--- src/rtl/mustang_fast_top_if.sv ---
// Debug UART link of the Mustang_fast shell: the host side drives RXD and
// listens on TXD.
interface mustang_fast_top_if;
    logic UART_RXD;
    logic UART_TXD;

    modport master (output UART_RXD, input UART_TXD);
    modport slave  (input UART_RXD, output UART_TXD);
endinterface

--- src/rtl/mustang_fast_top.sv ---
// Mustang_fast board shell: UART debug command port driving a small register
// file (GPIO, PWM duty, LED, JTAG-header pins); all other interfaces idle.
module mustang_fast_top #(
    parameter int          CLK_HZ     = 12000000,
    parameter int          BAUD       = 115200,
    parameter logic [7:0]  DEBUG_ADDR = 8'hC0
) (
    input  logic       osc_in,
    input  logic       push_button,
    input  logic [1:0] INTx,
    output logic [7:0] P0,
    output logic [7:0] P1,
    mustang_fast_top_if.slave dbg,
    input  logic       UART_AUX_RXD,
    output logic       UART_AUX_TXD,
    output logic       debug_led,
    input  logic       mem_so,
    output logic       mem_si,
    output logic       mem_sck,
    output logic       mem_hold_n,
    output logic       mem_cs_n,
    output logic       Si3000_SDI,
    output logic       Si3000_SCLK,
    output logic       Si3000_MCLK,
    output logic       Si3000_RESET_N,
    output logic       Si3000_SDO,
    input  logic       Si3000_FSYNC_N,
    output logic       SD_SPI_CS,
    output logic       SD_DAT2,
    output logic       SD_DAT1,
    output logic       SD_SPI_CLK,
    output logic       SD_SPI_DI,
    input  logic       SD_SPI_DO,
    output logic       I2C_SDA,
    output logic       I2C_SCL,
    output logic       PWM_OUT,
    output logic       JTAG_PIN6,
    output logic       JTAG_PIN7,
    output logic       JTAG_PIN8
);
    localparam int          DIV       = (CLK_HZ + BAUD / 2) / BAUD;
    localparam logic [15:0] BIT_LAST  = 16'(DIV - 1);
    localparam logic [15:0] HALF_LAST = 16'(DIV / 2 - 1);

    typedef enum logic [1:0] {RX_IDLE, RX_START, RX_DATA, RX_STOP} rx_state_t;
    typedef enum logic [1:0] {TX_IDLE, TX_START, TX_DATA, TX_STOP} tx_state_t;
    typedef enum logic [1:0] {P_IDLE, P_GOT_ADDR, P_GOT_REG} p_state_t;

    logic clk, srst;
    assign clk  = osc_in;
    assign srst = push_button;

    logic unused_inputs;
    assign unused_inputs = ^{UART_AUX_RXD, mem_so, Si3000_FSYNC_N, SD_SPI_DO};

    // ---------------- input synchronisers ----------------
    logic [1:0] rxd_sync_reg;
    logic       rxd_prev_reg;
    logic [1:0] intx_meta_reg, intx_sync_reg;
    logic       rxd_s;
    assign rxd_s = rxd_sync_reg[1];

    always_ff @(posedge clk) begin
        if (srst) begin
            rxd_sync_reg <= 2'b11;
            rxd_prev_reg <= 1'b1;
        end else begin
            rxd_sync_reg <= {rxd_sync_reg[0], dbg.UART_RXD};
            rxd_prev_reg <= rxd_s;
        end
    end

    generate
        for (genvar gi = 0; gi < 2; gi++) begin : g_intx_sync
            always_ff @(posedge clk) begin
                if (srst) begin
                    intx_meta_reg[gi] <= 1'b0;
                    intx_sync_reg[gi] <= 1'b0;
                end else begin
                    intx_meta_reg[gi] <= INTx[gi];
                    intx_sync_reg[gi] <= intx_meta_reg[gi];
                end
            end
        end
    endgenerate

    // ---------------- UART receiver ----------------
    rx_state_t   rx_state_reg, rx_state_next;
    logic [15:0] rx_cnt_reg, rx_cnt_next;
    logic [2:0]  rx_bit_reg, rx_bit_next;
    logic [7:0]  rx_shift_reg, rx_shift_next;
    logic        rx_valid_reg, rx_valid_next;

    always_ff @(posedge clk) begin
        if (srst) begin
            rx_state_reg <= RX_IDLE;
            rx_cnt_reg   <= '0;
            rx_bit_reg   <= '0;
            rx_shift_reg <= '0;
            rx_valid_reg <= 1'b0;
        end else begin
            rx_state_reg <= rx_state_next;
            rx_cnt_reg   <= rx_cnt_next;
            rx_bit_reg   <= rx_bit_next;
            rx_shift_reg <= rx_shift_next;
            rx_valid_reg <= rx_valid_next;
        end
    end

    always_comb begin
        rx_state_next = rx_state_reg;
        rx_cnt_next   = rx_cnt_reg + 16'd1;
        rx_bit_next   = rx_bit_reg;
        rx_shift_next = rx_shift_reg;
        rx_valid_next = 1'b0;
        case (rx_state_reg)
            RX_IDLE: begin
                rx_cnt_next = '0;
                if (rxd_prev_reg && !rxd_s)
                    rx_state_next = RX_START;
            end
            RX_START: begin
                // A start bit that is already high again at half-bit was a glitch.
                if (rx_cnt_reg == HALF_LAST) begin
                    rx_cnt_next   = '0;
                    rx_bit_next   = '0;
                    rx_state_next = rxd_s ? RX_IDLE : RX_DATA;
                end
            end
            RX_DATA: begin
                if (rx_cnt_reg == BIT_LAST) begin
                    rx_cnt_next   = '0;
                    rx_shift_next = {rxd_s, rx_shift_reg[7:1]};
                    rx_bit_next   = rx_bit_reg + 3'd1;
                    if (rx_bit_reg == 3'd7)
                        rx_state_next = RX_STOP;
                end
            end
            default: begin
                if (rx_cnt_reg == BIT_LAST) begin
                    rx_state_next = RX_IDLE;
                    rx_valid_next = rxd_s;
                end
            end
        endcase
    end

    // ---------------- register file ----------------
    logic [7:0] p0_reg, p1_reg, duty_reg;
    logic       led_reg;
    logic [2:0] jtag_reg;
    logic       wr_en_reg, wr_en_next;
    logic [6:0] wr_idx_reg, wr_idx_next;
    logic [7:0] wr_data_reg, wr_data_next;
    logic [7:0] rd_data;

    always_ff @(posedge clk) begin
        if (srst) begin
            p0_reg   <= 8'hFF;
            p1_reg   <= 8'hFF;
            duty_reg <= 8'h00;
            led_reg  <= 1'b0;
            jtag_reg <= 3'b000;
        end else if (wr_en_reg) begin
            case (wr_idx_reg)
                7'd0:    p0_reg   <= wr_data_reg;
                7'd1:    p1_reg   <= wr_data_reg;
                7'd2:    duty_reg <= wr_data_reg;
                7'd3:    led_reg  <= wr_data_reg[0];
                7'd4:    jtag_reg <= wr_data_reg[2:0];
                default: ;
            endcase
        end
    end

    always_comb begin
        case (rx_shift_reg[6:0])
            7'd0:    rd_data = p0_reg;
            7'd1:    rd_data = p1_reg;
            7'd2:    rd_data = duty_reg;
            7'd3:    rd_data = {7'b0, led_reg};
            7'd4:    rd_data = {5'b0, jtag_reg};
            7'd5:    rd_data = {6'b0, intx_sync_reg};
            default: rd_data = 8'h00;
        endcase
    end

    // ---------------- command parser ----------------
    p_state_t   p_state_reg, p_state_next;
    logic [6:0] reg_idx_reg, reg_idx_next;
    logic       tx_start, tx_busy;

    always_ff @(posedge clk) begin
        if (srst) begin
            p_state_reg <= P_IDLE;
            reg_idx_reg <= '0;
            wr_en_reg   <= 1'b0;
            wr_idx_reg  <= '0;
            wr_data_reg <= '0;
        end else begin
            p_state_reg <= p_state_next;
            reg_idx_reg <= reg_idx_next;
            wr_en_reg   <= wr_en_next;
            wr_idx_reg  <= wr_idx_next;
            wr_data_reg <= wr_data_next;
        end
    end

    always_comb begin
        p_state_next = p_state_reg;
        reg_idx_next = reg_idx_reg;
        wr_en_next   = 1'b0;
        wr_idx_next  = wr_idx_reg;
        wr_data_next = wr_data_reg;
        tx_start     = 1'b0;
        if (rx_valid_reg) begin
            case (p_state_reg)
                P_IDLE: begin
                    if (rx_shift_reg == DEBUG_ADDR)
                        p_state_next = P_GOT_ADDR;
                end
                P_GOT_ADDR: begin
                    if (rx_shift_reg[7]) begin
                        tx_start     = !tx_busy;   // dropped while a reply is going out
                        p_state_next = P_IDLE;
                    end else begin
                        reg_idx_next = rx_shift_reg[6:0];
                        p_state_next = P_GOT_REG;
                    end
                end
                default: begin
                    wr_en_next   = 1'b1;
                    wr_idx_next  = reg_idx_reg;
                    wr_data_next = rx_shift_reg;
                    p_state_next = P_IDLE;
                end
            endcase
        end
    end

    // ---------------- UART transmitter ----------------
    tx_state_t   tx_state_reg, tx_state_next;
    logic [15:0] tx_cnt_reg, tx_cnt_next;
    logic [2:0]  tx_bit_reg, tx_bit_next;
    logic [7:0]  tx_shift_reg, tx_shift_next;
    logic        txd_reg, txd_next;

    assign tx_busy = (tx_state_reg != TX_IDLE);

    always_ff @(posedge clk) begin
        if (srst) begin
            tx_state_reg <= TX_IDLE;
            tx_cnt_reg   <= '0;
            tx_bit_reg   <= '0;
            tx_shift_reg <= '0;
            txd_reg      <= 1'b1;
        end else begin
            tx_state_reg <= tx_state_next;
            tx_cnt_reg   <= tx_cnt_next;
            tx_bit_reg   <= tx_bit_next;
            tx_shift_reg <= tx_shift_next;
            txd_reg      <= txd_next;
        end
    end

    always_comb begin
        tx_state_next = tx_state_reg;
        tx_cnt_next   = tx_cnt_reg + 16'd1;
        tx_bit_next   = tx_bit_reg;
        tx_shift_next = tx_shift_reg;
        txd_next      = txd_reg;
        case (tx_state_reg)
            TX_IDLE: begin
                tx_cnt_next = '0;
                txd_next    = 1'b1;
                if (tx_start) begin
                    tx_state_next = TX_START;
                    tx_shift_next = rd_data;
                    txd_next      = 1'b0;
                end
            end
            TX_START: begin
                if (tx_cnt_reg == BIT_LAST) begin
                    tx_cnt_next   = '0;
                    tx_bit_next   = '0;
                    txd_next      = tx_shift_reg[0];
                    tx_state_next = TX_DATA;
                end
            end
            TX_DATA: begin
                if (tx_cnt_reg == BIT_LAST) begin
                    tx_cnt_next = '0;
                    if (tx_bit_reg == 3'd7) begin
                        txd_next      = 1'b1;
                        tx_state_next = TX_STOP;
                    end else begin
                        tx_bit_next   = tx_bit_reg + 3'd1;
                        tx_shift_next = {1'b0, tx_shift_reg[7:1]};
                        txd_next      = tx_shift_reg[1];
                    end
                end
            end
            default: begin
                if (tx_cnt_reg == BIT_LAST)
                    tx_state_next = TX_IDLE;
            end
        endcase
    end

    // ---------------- PWM ----------------
    logic [7:0] pwm_cnt_reg;
    logic       pwm_reg;

    always_ff @(posedge clk) begin
        if (srst) begin
            pwm_cnt_reg <= 8'h00;
            pwm_reg     <= 1'b0;
        end else begin
            pwm_cnt_reg <= pwm_cnt_reg + 8'd1;
            pwm_reg     <= (pwm_cnt_reg < duty_reg);
        end
    end

    // ---------------- outputs ----------------
    assign P0             = p0_reg;
    assign P1             = p1_reg;
    assign dbg.UART_TXD   = txd_reg;
    assign debug_led      = led_reg;
    assign PWM_OUT        = pwm_reg;
    assign JTAG_PIN6      = jtag_reg[0];
    assign JTAG_PIN7      = jtag_reg[1];
    assign JTAG_PIN8      = jtag_reg[2];
    assign UART_AUX_TXD   = 1'b1;
    assign mem_si         = 1'b0;
    assign mem_sck        = 1'b0;
    assign mem_hold_n     = 1'b1;
    assign mem_cs_n       = 1'b1;
    assign Si3000_SDI     = 1'b0;
    assign Si3000_SCLK    = 1'b0;
    assign Si3000_MCLK    = 1'b0;
    assign Si3000_RESET_N = 1'b0;
    assign Si3000_SDO     = 1'b0;
    assign SD_SPI_CS      = 1'b1;
    assign SD_DAT2        = 1'b1;
    assign SD_DAT1        = 1'b1;
    assign SD_SPI_CLK     = 1'b0;
    assign SD_SPI_DI      = 1'b0;
    assign I2C_SDA        = 1'b1;
    assign I2C_SCL        = 1'b1;
endmodule

--- src/flat_wrapper.sv ---
// flat-port wrapper written by rule: the top's interface ports become plain ports
module mustang_fast_top_flat 
#(
    parameter int          CLK_HZ     = 12000000,
    parameter int          BAUD       = 115200,
    parameter logic [7:0]  DEBUG_ADDR = 8'hC0
)
  (osc_in, push_button, INTx, P0, P1, UART_AUX_RXD, UART_AUX_TXD, debug_led, mem_so, mem_si, mem_sck, mem_hold_n, mem_cs_n, Si3000_SDI, Si3000_SCLK, Si3000_MCLK, Si3000_RESET_N, Si3000_SDO, Si3000_FSYNC_N, SD_SPI_CS, SD_DAT2, SD_DAT1, SD_SPI_CLK, SD_SPI_DI, SD_SPI_DO, I2C_SDA, I2C_SCL, PWM_OUT, JTAG_PIN6, JTAG_PIN7, JTAG_PIN8, dbg_UART_RXD, dbg_UART_TXD);
  mustang_fast_top_if dbg_i ();
  input  logic osc_in;
  input  logic push_button;
  input  logic [1:0] INTx;
  output logic [7:0] P0;
  output logic [7:0] P1;
  input  logic UART_AUX_RXD;
  output logic UART_AUX_TXD;
  output logic debug_led;
  input  logic mem_so;
  output logic mem_si;
  output logic mem_sck;
  output logic mem_hold_n;
  output logic mem_cs_n;
  output logic Si3000_SDI;
  output logic Si3000_SCLK;
  output logic Si3000_MCLK;
  output logic Si3000_RESET_N;
  output logic Si3000_SDO;
  input  logic Si3000_FSYNC_N;
  output logic SD_SPI_CS;
  output logic SD_DAT2;
  output logic SD_DAT1;
  output logic SD_SPI_CLK;
  output logic SD_SPI_DI;
  input  logic SD_SPI_DO;
  output logic I2C_SDA;
  output logic I2C_SCL;
  output logic PWM_OUT;
  output logic JTAG_PIN6;
  output logic JTAG_PIN7;
  output logic JTAG_PIN8;
  input wire logic [$bits(dbg_i.UART_RXD)-1:0] dbg_UART_RXD;
  output wire logic [$bits(dbg_i.UART_TXD)-1:0] dbg_UART_TXD;
  assign dbg_i.UART_RXD = dbg_UART_RXD;
  assign dbg_UART_TXD = dbg_i.UART_TXD;
  mustang_fast_top #(.CLK_HZ(CLK_HZ), .BAUD(BAUD), .DEBUG_ADDR(DEBUG_ADDR)) u_core (.osc_in(osc_in), .push_button(push_button), .INTx(INTx), .P0(P0), .P1(P1), .dbg(dbg_i), .UART_AUX_RXD(UART_AUX_RXD), .UART_AUX_TXD(UART_AUX_TXD), .debug_led(debug_led), .mem_so(mem_so), .mem_si(mem_si), .mem_sck(mem_sck), .mem_hold_n(mem_hold_n), .mem_cs_n(mem_cs_n), .Si3000_SDI(Si3000_SDI), .Si3000_SCLK(Si3000_SCLK), .Si3000_MCLK(Si3000_MCLK), .Si3000_RESET_N(Si3000_RESET_N), .Si3000_SDO(Si3000_SDO), .Si3000_FSYNC_N(Si3000_FSYNC_N), .SD_SPI_CS(SD_SPI_CS), .SD_DAT2(SD_DAT2), .SD_DAT1(SD_DAT1), .SD_SPI_CLK(SD_SPI_CLK), .SD_SPI_DI(SD_SPI_DI), .SD_SPI_DO(SD_SPI_DO), .I2C_SDA(I2C_SDA), .I2C_SCL(I2C_SCL), .PWM_OUT(PWM_OUT), .JTAG_PIN6(JTAG_PIN6), .JTAG_PIN7(JTAG_PIN7), .JTAG_PIN8(JTAG_PIN8));
endmodule
--- config.mk ---
export PLATFORM = sky130hd
export DESIGN_NAME = mustang_fast_top_flat
export DESIGN_NICKNAME = d
export VERILOG_FILES = /design/src/rtl/mustang_fast_top_if.sv /design/src/rtl/mustang_fast_top.sv /design/src/flat_wrapper.sv
export SDC_FILE = /design/constraint.sdc
export NUM_CORES = 1
export LEC_CHECK = 0
export ABC_AREA = 1
export ABC_CLOCK_PERIOD_IN_PS = 2500
export BUFFER_PORTS_ARGS = -buffer_cell sky130_fd_sc_hd__buf_4
export CAP_MARGIN = 15
export CORE_ASPECT_RATIO = 1.4
export CORE_MARGIN = 1
export CORE_UTILIZATION = 55
export DETAILED_ROUTE_END_ITERATION = 10
export GPL_TIMING_DRIVEN = 0
export HOLD_SLACK_MARGIN = 0.06
export PLACE_DENSITY = 0.74
export SLEW_MARGIN = 20
export SYNTH_ARGS = -nofsm -noshare
export SYNTH_HDL_FRONTEND = slang
export SYNTH_SLANG_ARGS = --single-unit
--- constraint.sdc ---
create_clock -name osc_in -period 2.5 [get_ports osc_in]
set_clock_uncertainty 0.1 [all_clocks]
set_input_delay 0.25 -clock osc_in [delete_from_list [all_inputs] [get_ports osc_in]]
set_output_delay 0.25 -clock osc_in [all_outputs]
set_load 0.005 [all_outputs]
# Word level (Yosys, flattened, before mapping)
# Index checks and enable logic that the tools add are counted.
# W data, S select, Z words.
# word_totals
mem_count	0
romBits	0
latch_bits	0
out_inout_bits	39
register_bits	129
mem_bits_rw	0
# op_classes
reduce_logical	34
n_eq_ne	30
div_mod_pow	0
bitwise_logic	4
multipliers	0
muxes	42
n_lt_le_gt_ge	1
addsub	5
shifts	0
# op_table
op	count
$mux W16	3
$pmux W16 S3	1
$pmux W8 S6	1
$add A16 B1 Y16 const B	2
$eq A16 B7 Y1 const B	2
$pmux W16 S2	1
$eq A7 B2 Y1 const B	4
$mux W2	13
$mux W8	3
$eq A7 B3 Y1 const B	3
$ne A2 B1 Y1 const B	9
$eq A16 B6 Y1 const B	1
$pmux W8 S2	1
$reduce_and A2 Y1	8
$mux W3	5
$eq A7 B1 Y1 const B	2
$logic_not A7 Y1	2
$pmux W2 S3	2
$pmux W3 S2	2
$reduce_and A5 Y1	2
$reduce_bool A2 Y1	5
$reduce_and A3 Y1	3
$add A8 B1 Y8 const B	1
$eq A8 B8 Y1 const B	1
17 further kinds	39

# Logic depth before layout (Yosys ltp)
# logic_depth
word_depth	7
mapped_depth	13

# Worst setup path before layout
# No wires, ideal clock.
# synth_timing
kind	reg2reg
start	reg u_core.rx_cnt_reg[0]
end	reg u_core.rx_cnt_reg[7]
path_stages_with_launch	14
t_arrival_ns	1.387
n_path_buf	1
setup_slack_ns	0.896
setup_ns	0.117
required_ns	2.283
cell_sequence	dfxtp_1 ha_1 nand2_1 clkinv_1 nand2_1 nor2_2 nand2_2 nand2_2 nand2_4 nor2_4 inv_2 nand2_4 buf_12 nor2_2
# synth_via
elab_chain_cells	3
word_cells_on_any_way	6
cone_classes	add/sub (1); eq/ne (2); mux (3)
# synth_lines
item	line_no	text
start, declared	mustang_fast_top.sv:89	logic [15:0] rx_cnt_reg, rx_cnt_next;
start signal, assigned	mustang_fast_top.sv:103	rx_cnt_reg <= rx_cnt_next;
$add A16 B1 Y16, or another cell as far along	mustang_fast_top.sv:112	rx_cnt_next = rx_cnt_reg + 16'd1;
$mux W16 (on tied branches)	mustang_fast_top.sv:131, mustang_fast_top.sv:124	
$pmux W16 S3 (*)	mustang_fast_top.sv:116	case (rx_state_reg)
# Every way passes the cells marked *; elsewhere a longest branch is shown, timed or not.
# A chain may end at the register's enable or synchronous reset.

# Worst setup path after layout
# Same ends and word-level chain as after synthesis.

==> metrics.log <==
[metrics] max-cap violations: 0
[metrics] Antenna Diode Count: 0
[metrics] effective utilization at floorplan: roughly 57%
[metrics] clk sink count: roughly 130
[metrics] dominant combinational cell family by area after synthesis: simple AND/OR/NAND/NOR gates
[metrics] Inserted Clock Buffers: 17
[metrics] post-synthesis share of cell area spent on and, or, nand and nor gates: 26.9%
[metrics] antenna violations before repair: 0
[metrics] clock transition at the registers of the reported paths: approximately 0.06 ns
[metrics] final cell count without fillers: between 1000 and 1500
[metrics] overall power of the completed layout: just under 5 mW
[metrics] cell area after technology mapping: 6210 um^2
[metrics] Min Hold Slack: 0.0771 ns
[metrics] number of global-route vias before repair: 5399
[metrics] Final Hold Violating Endpoints: 0
[metrics] kind of capture point of the worst setup path: register
[metrics] share of synthesized flip-flops with an asynchronous set or reset: 0%
[metrics] largest area contributor in the netlist: sky130_fd_sc_hd__dfxtp_1
[metrics] mean area per synthesized cell: approximately 7.3 um^2
[metrics] setup total negative slack: 0 ns
[metrics] total DRC errors in the routed layout: 0
[metrics] pin count of the biggest net entering global routing: 17
[metrics] gr ovfl total: 0
[metrics] final critical-path share of the clock period: between 70% and 80%
[metrics] buffers added on ports: 25
[metrics] startpoint class of the critical path: register
[metrics] post-synthesis register bit count: 129
[metrics] Worst Tran Pin Value: around 0.60 ns
[metrics] router iterations before antenna repair: 5
[metrics] total instance count after detailed placement: roughly 1000
[metrics] critical hold path startpoint: push_button
[metrics] leading cell types by total area after synthesis: sky130_fd_sc_hd__dfxtp_1 (42%), sky130_fd_sc_hd__nand2_1 (8.8%), sky130_fd_sc_hd__inv_1 (6.5%)
[metrics] adder-cell area share of the yosys netlist: ~4.4%
[metrics] Max Clk Rate: roughly 540 MHz
[metrics] area fraction in compound gates after synthesis: 13.2%
[metrics] wire length of the first global-routing pass: roughly 24 mm
[metrics] reg-to-reg critical path startpoint: u_core.rx_cnt_reg[0]
[metrics] count of routing violations after the opening detailed-route iteration: 312
[metrics] kind of path behind the tightest hold check: in2reg
[metrics] RSZ-0062 raised after global routing: false
[metrics] total I/O pin count: 48
[metrics] Hold EP: u_core.rxd_sync_reg[0]
[metrics] Final Worst Setup Slack: around 0.64 ns
[metrics] maximum level of the CTS H-tree: 4
[metrics] total routing resource utilization after global routing: roughly a quarter
[metrics] Post-Synth XOR/XNOR Area: under 10%
[metrics] wire length per cell: about 14 um
[metrics] Post-synth EDFFs: 0
[metrics] core box area: ~11000 um^2
[metrics] predominant post-synthesis flop cell: sky130_fd_sc_hd__dfxtp_1
[metrics] Worst EP arrival: between 2 and 2.5 ns
[metrics] fraction of layout instances using a drive strength above 1: roughly 14%
[metrics] worst reg2reg path endpoint: u_core.rx_cnt_reg[7]
[metrics] standby leakage power: roughly 3 nW
[metrics] final critical-path required period: 1.86 ns
[metrics] area growth from synthesis to layout: 16.9%
[metrics] aggregate routed wire length: ~15 mm
[metrics] die outline width: 91.8 um
[metrics] total via count after detailed routing: around 5600
[metrics] multiplexer area fraction after synthesis: 0%
[metrics] clock insertion delay at the later pin of the skew report: around 0.42 ns
[metrics] run status: finished clean
[metrics] die span in y: roughly 130 um
[metrics] maximum fanout along the worst path: 10
[metrics] Register-to-Register Setup Slack: 0.64 ns
[metrics] Relative slew margins: roughly 60%
[metrics] sum of net half-perimeters after detailed placement: approximately 11 mm
[metrics] unique cell type count in the Yosys netlist: 43
[metrics] number of endpoints failing setup at the final stage: 0
[metrics] worst ir drop on vdd: roughly 0.51 mV
[metrics] area enclosed by the die boundary: roughly 12000 um^2
[metrics] master cell of the clock root buffer: sky130_fd_sc_hd__clkbuf_16
[metrics] number of nets with antenna violations after routing: 0
[metrics] number of cell rows: 45
[metrics] maximum number of buffers from clock root to sink: 2
[metrics] depth of the worst hold-timing path: 2
[metrics] P per Cell Area: 679 nW/um^2
[metrics] sequential-to-total area share from yosys stat: approximately two fifths
[metrics] number of instances in the synthesized netlist: approximately 850
[metrics] CTS tree: built
[metrics] pre-CTS WS: about 0.62 ns
[metrics] Slew Viols, Final: 0
[metrics] start point of the critical path: u_core.rx_cnt_reg[0]
[metrics] class of the most critical setup path: reg2reg
[metrics] Yosys warning total: 0
[metrics] final net count: approximately 940
[metrics] data required time of the worst path: 2.71 ns
[metrics] top cell type's share of synthesized area: about 42%
[metrics] final weighted congestion of routability-driven global placement: between 0.8 and 0.9
[metrics] mean number of vias per cell: about 5.3
[metrics] depth of the most critical reg-to-reg path: 13
==> metal layers <==
| metal | wire (um) | share of wire [%] | up-vias | GRT usage [%] |
|---|---|---|---|---|
| met2 | 7970 | 54 | 147 | 50.9 |
| met1 | 5740 | 39 | 2598 | 26.1 |
| li1 | - | - | 2813 | - |
| met4 | 599 | 4.0 | 0 | 16.8 |
| met3 | 579 | 3.9 | 46 | 5.04 |
| met5 | 0 | 0 | - | 0 |
==> placed cells by master, fill, tap and decap left out, types with 3 or more instances in the layout <==
cell type                       Yosys  final
sky130_fd_sc_hd__a21oi_1           62     62
sky130_fd_sc_hd__o21ai_0           58     58
sky130_fd_sc_hd__nor3_2             3      3
sky130_fd_sc_hd__clkinvlp_4         0      4
sky130_fd_sc_hd__nand2_4            3      3
sky130_fd_sc_hd__nand3_1           48     48
sky130_fd_sc_hd__nor3b_1            3      3
sky130_fd_sc_hd__or2_2              4      4
sky130_fd_sc_hd__nor2_1           103    103
sky130_fd_sc_hd__clkinv_2           0      5
sky130_fd_sc_hd__clkbuf_1          11     11
sky130_fd_sc_hd__inv_2              3      3
sky130_fd_sc_hd__nand2_2            4      4
sky130_fd_sc_hd__ha_1              22     22
sky130_fd_sc_hd__nand4_1           11     11
sky130_fd_sc_hd__dlygate4sd3_1      0      3
sky130_fd_sc_hd__o21ai_1            3      3
sky130_fd_sc_hd__conb_1             2     17
sky130_fd_sc_hd__xnor2_1            4      4
sky130_fd_sc_hd__dfxtp_1          129    129
sky130_fd_sc_hd__nor3_1            16     16
sky130_fd_sc_hd__nor2_2            19     19
sky130_fd_sc_hd__nand2_1          145    145
sky130_fd_sc_hd__o211ai_1          16     16
sky130_fd_sc_hd__buf_2             12     12
sky130_fd_sc_hd__nand3b_1           3      3
sky130_fd_sc_hd__buf_4             18     43
sky130_fd_sc_hd__clkbuf_16          0     17
sky130_fd_sc_hd__inv_1            107    107
sky130_fd_sc_hd__xor2_1            14     14
sky130_fd_sc_hd__bufinv_16          0      3
==> area by class of cell <==
cell class	instances	area [um^2]
buffer	44	279
timing repair buffer	28	218
clock inverter	14	163
sequential	129	2580
inverter	111	417
fill	965	3660
tap	141	176
clock buffer	18	439
multi-input combinational	576	2990
==> cells by family after synthesis <==
group | after synthesis
buffers and inverters | 155
other | 2
XOR/XNOR | 18
adder cells (fa/ha/maj) | 22
AO/OA/AOI/OAI | 150
flip-flops | 129
AND/OR/NAND/NOR | 369
==> where the power goes <==
| part | switching (mW) | internal, mW | total, mW |
|---|---|---|---|
| Sequential | 0.0221 | 2.09 | 2.11 |
| Combinational | 0.185 | 0.118 | 0.303 |
| Clock | 0.931 | 1.59 | 2.52 |
| Total | 1.14 | 3.79 | 4.93 |
==> how the worst max path moves through the flow <==
| stage | slack [ns] | cells after the start | to |
|---|---|---|---|
| finish | 0.64 | 13 | u_core.rx_cnt_reg[7] |
| detailed placement | 0.62 | 13 | u_core.rx_cnt_reg[7] |
| global placement | 0.69 | 13 | u_core.rx_cnt_reg[5] |
| floorplan | 0.90 | 13 | u_core.rx_cnt_reg[7] |
| global route | 0.49 | 12 | u_core.rx_bit_reg[1] |
| CTS | 0.61 | 13 | u_core.rx_cnt_reg[7] |
==> critical path: stages (launching register included) <==
cell and delay, ns:
sky130_fd_sc_hd__dfxtp_1 0.36, sky130_fd_sc_hd__ha_1 0.22, sky130_fd_sc_hd__nand2_1 0.10, sky130_fd_sc_hd__clkinv_1 0.05, sky130_fd_sc_hd__nand2_1 0.06, sky130_fd_sc_hd__nor2_2 0.14
sky130_fd_sc_hd__nand2_2 0.11, sky130_fd_sc_hd__nand2_2 0.10, sky130_fd_sc_hd__nand2_4 0.08, sky130_fd_sc_hd__nor2_4 0.10, sky130_fd_sc_hd__inv_2 0.06, sky130_fd_sc_hd__nand2_4 0.09
sky130_fd_sc_hd__buf_12 0.14, sky130_fd_sc_hd__nor2_2 0.04
==> stage by stage <==
stage	area (um^2)	utilization, %
CTS	7260	66.5
finish	7260	66.5
detailed placement	6630	60.7
global placement	6630	60.7
global route	7260	66.5
floorplan	6270	-
==> repair_timing <==
item / CTS / global route
setup buffers: 0 / 0
endpoints found under the hold margin: 3 / 0
gates resized for setup: 0 / 0
hold buffers: 3 / 0
==> cell usage after synthesis, types with 2 or more instances <==
| cell type | count |
|---|---|
| sky130_fd_sc_hd__xnor2_1 | 4 |
| sky130_fd_sc_hd__nand4_1 | 11 |
| sky130_fd_sc_hd__nand2_2 | 4 |
| sky130_fd_sc_hd__nor3b_1 | 3 |
| sky130_fd_sc_hd__a31oi_1 | 2 |
| sky130_fd_sc_hd__a21oi_1 | 62 |
| sky130_fd_sc_hd__nor3_2 | 3 |
| sky130_fd_sc_hd__buf_6 | 2 |
| sky130_fd_sc_hd__nand2_4 | 3 |
| sky130_fd_sc_hd__nand3b_1 | 3 |
| sky130_fd_sc_hd__buf_2 | 12 |
| sky130_fd_sc_hd__nand2_1 | 145 |
| sky130_fd_sc_hd__a21boi_0 | 2 |
| sky130_fd_sc_hd__conb_1 | 2 |
| sky130_fd_sc_hd__ha_1 | 22 |
| sky130_fd_sc_hd__inv_1 | 107 |
| sky130_fd_sc_hd__nor2_2 | 19 |
| sky130_fd_sc_hd__o211ai_1 | 16 |
| sky130_fd_sc_hd__nand3_1 | 48 |
| sky130_fd_sc_hd__o31ai_1 | 2 |
| sky130_fd_sc_hd__nor2_4 | 2 |
| sky130_fd_sc_hd__nor2_1 | 103 |
| sky130_fd_sc_hd__xor2_1 | 14 |
| sky130_fd_sc_hd__dfxtp_1 | 129 |
| sky130_fd_sc_hd__o21ai_0 | 58 |
| sky130_fd_sc_hd__nor3_1 | 16 |
| sky130_fd_sc_hd__buf_4 | 18 |
| sky130_fd_sc_hd__or2_2 | 4 |
| sky130_fd_sc_hd__clkbuf_1 | 11 |
| sky130_fd_sc_hd__inv_2 | 3 |
| sky130_fd_sc_hd__o21ai_1 | 3 |
(Power assumes the default switching activity.)
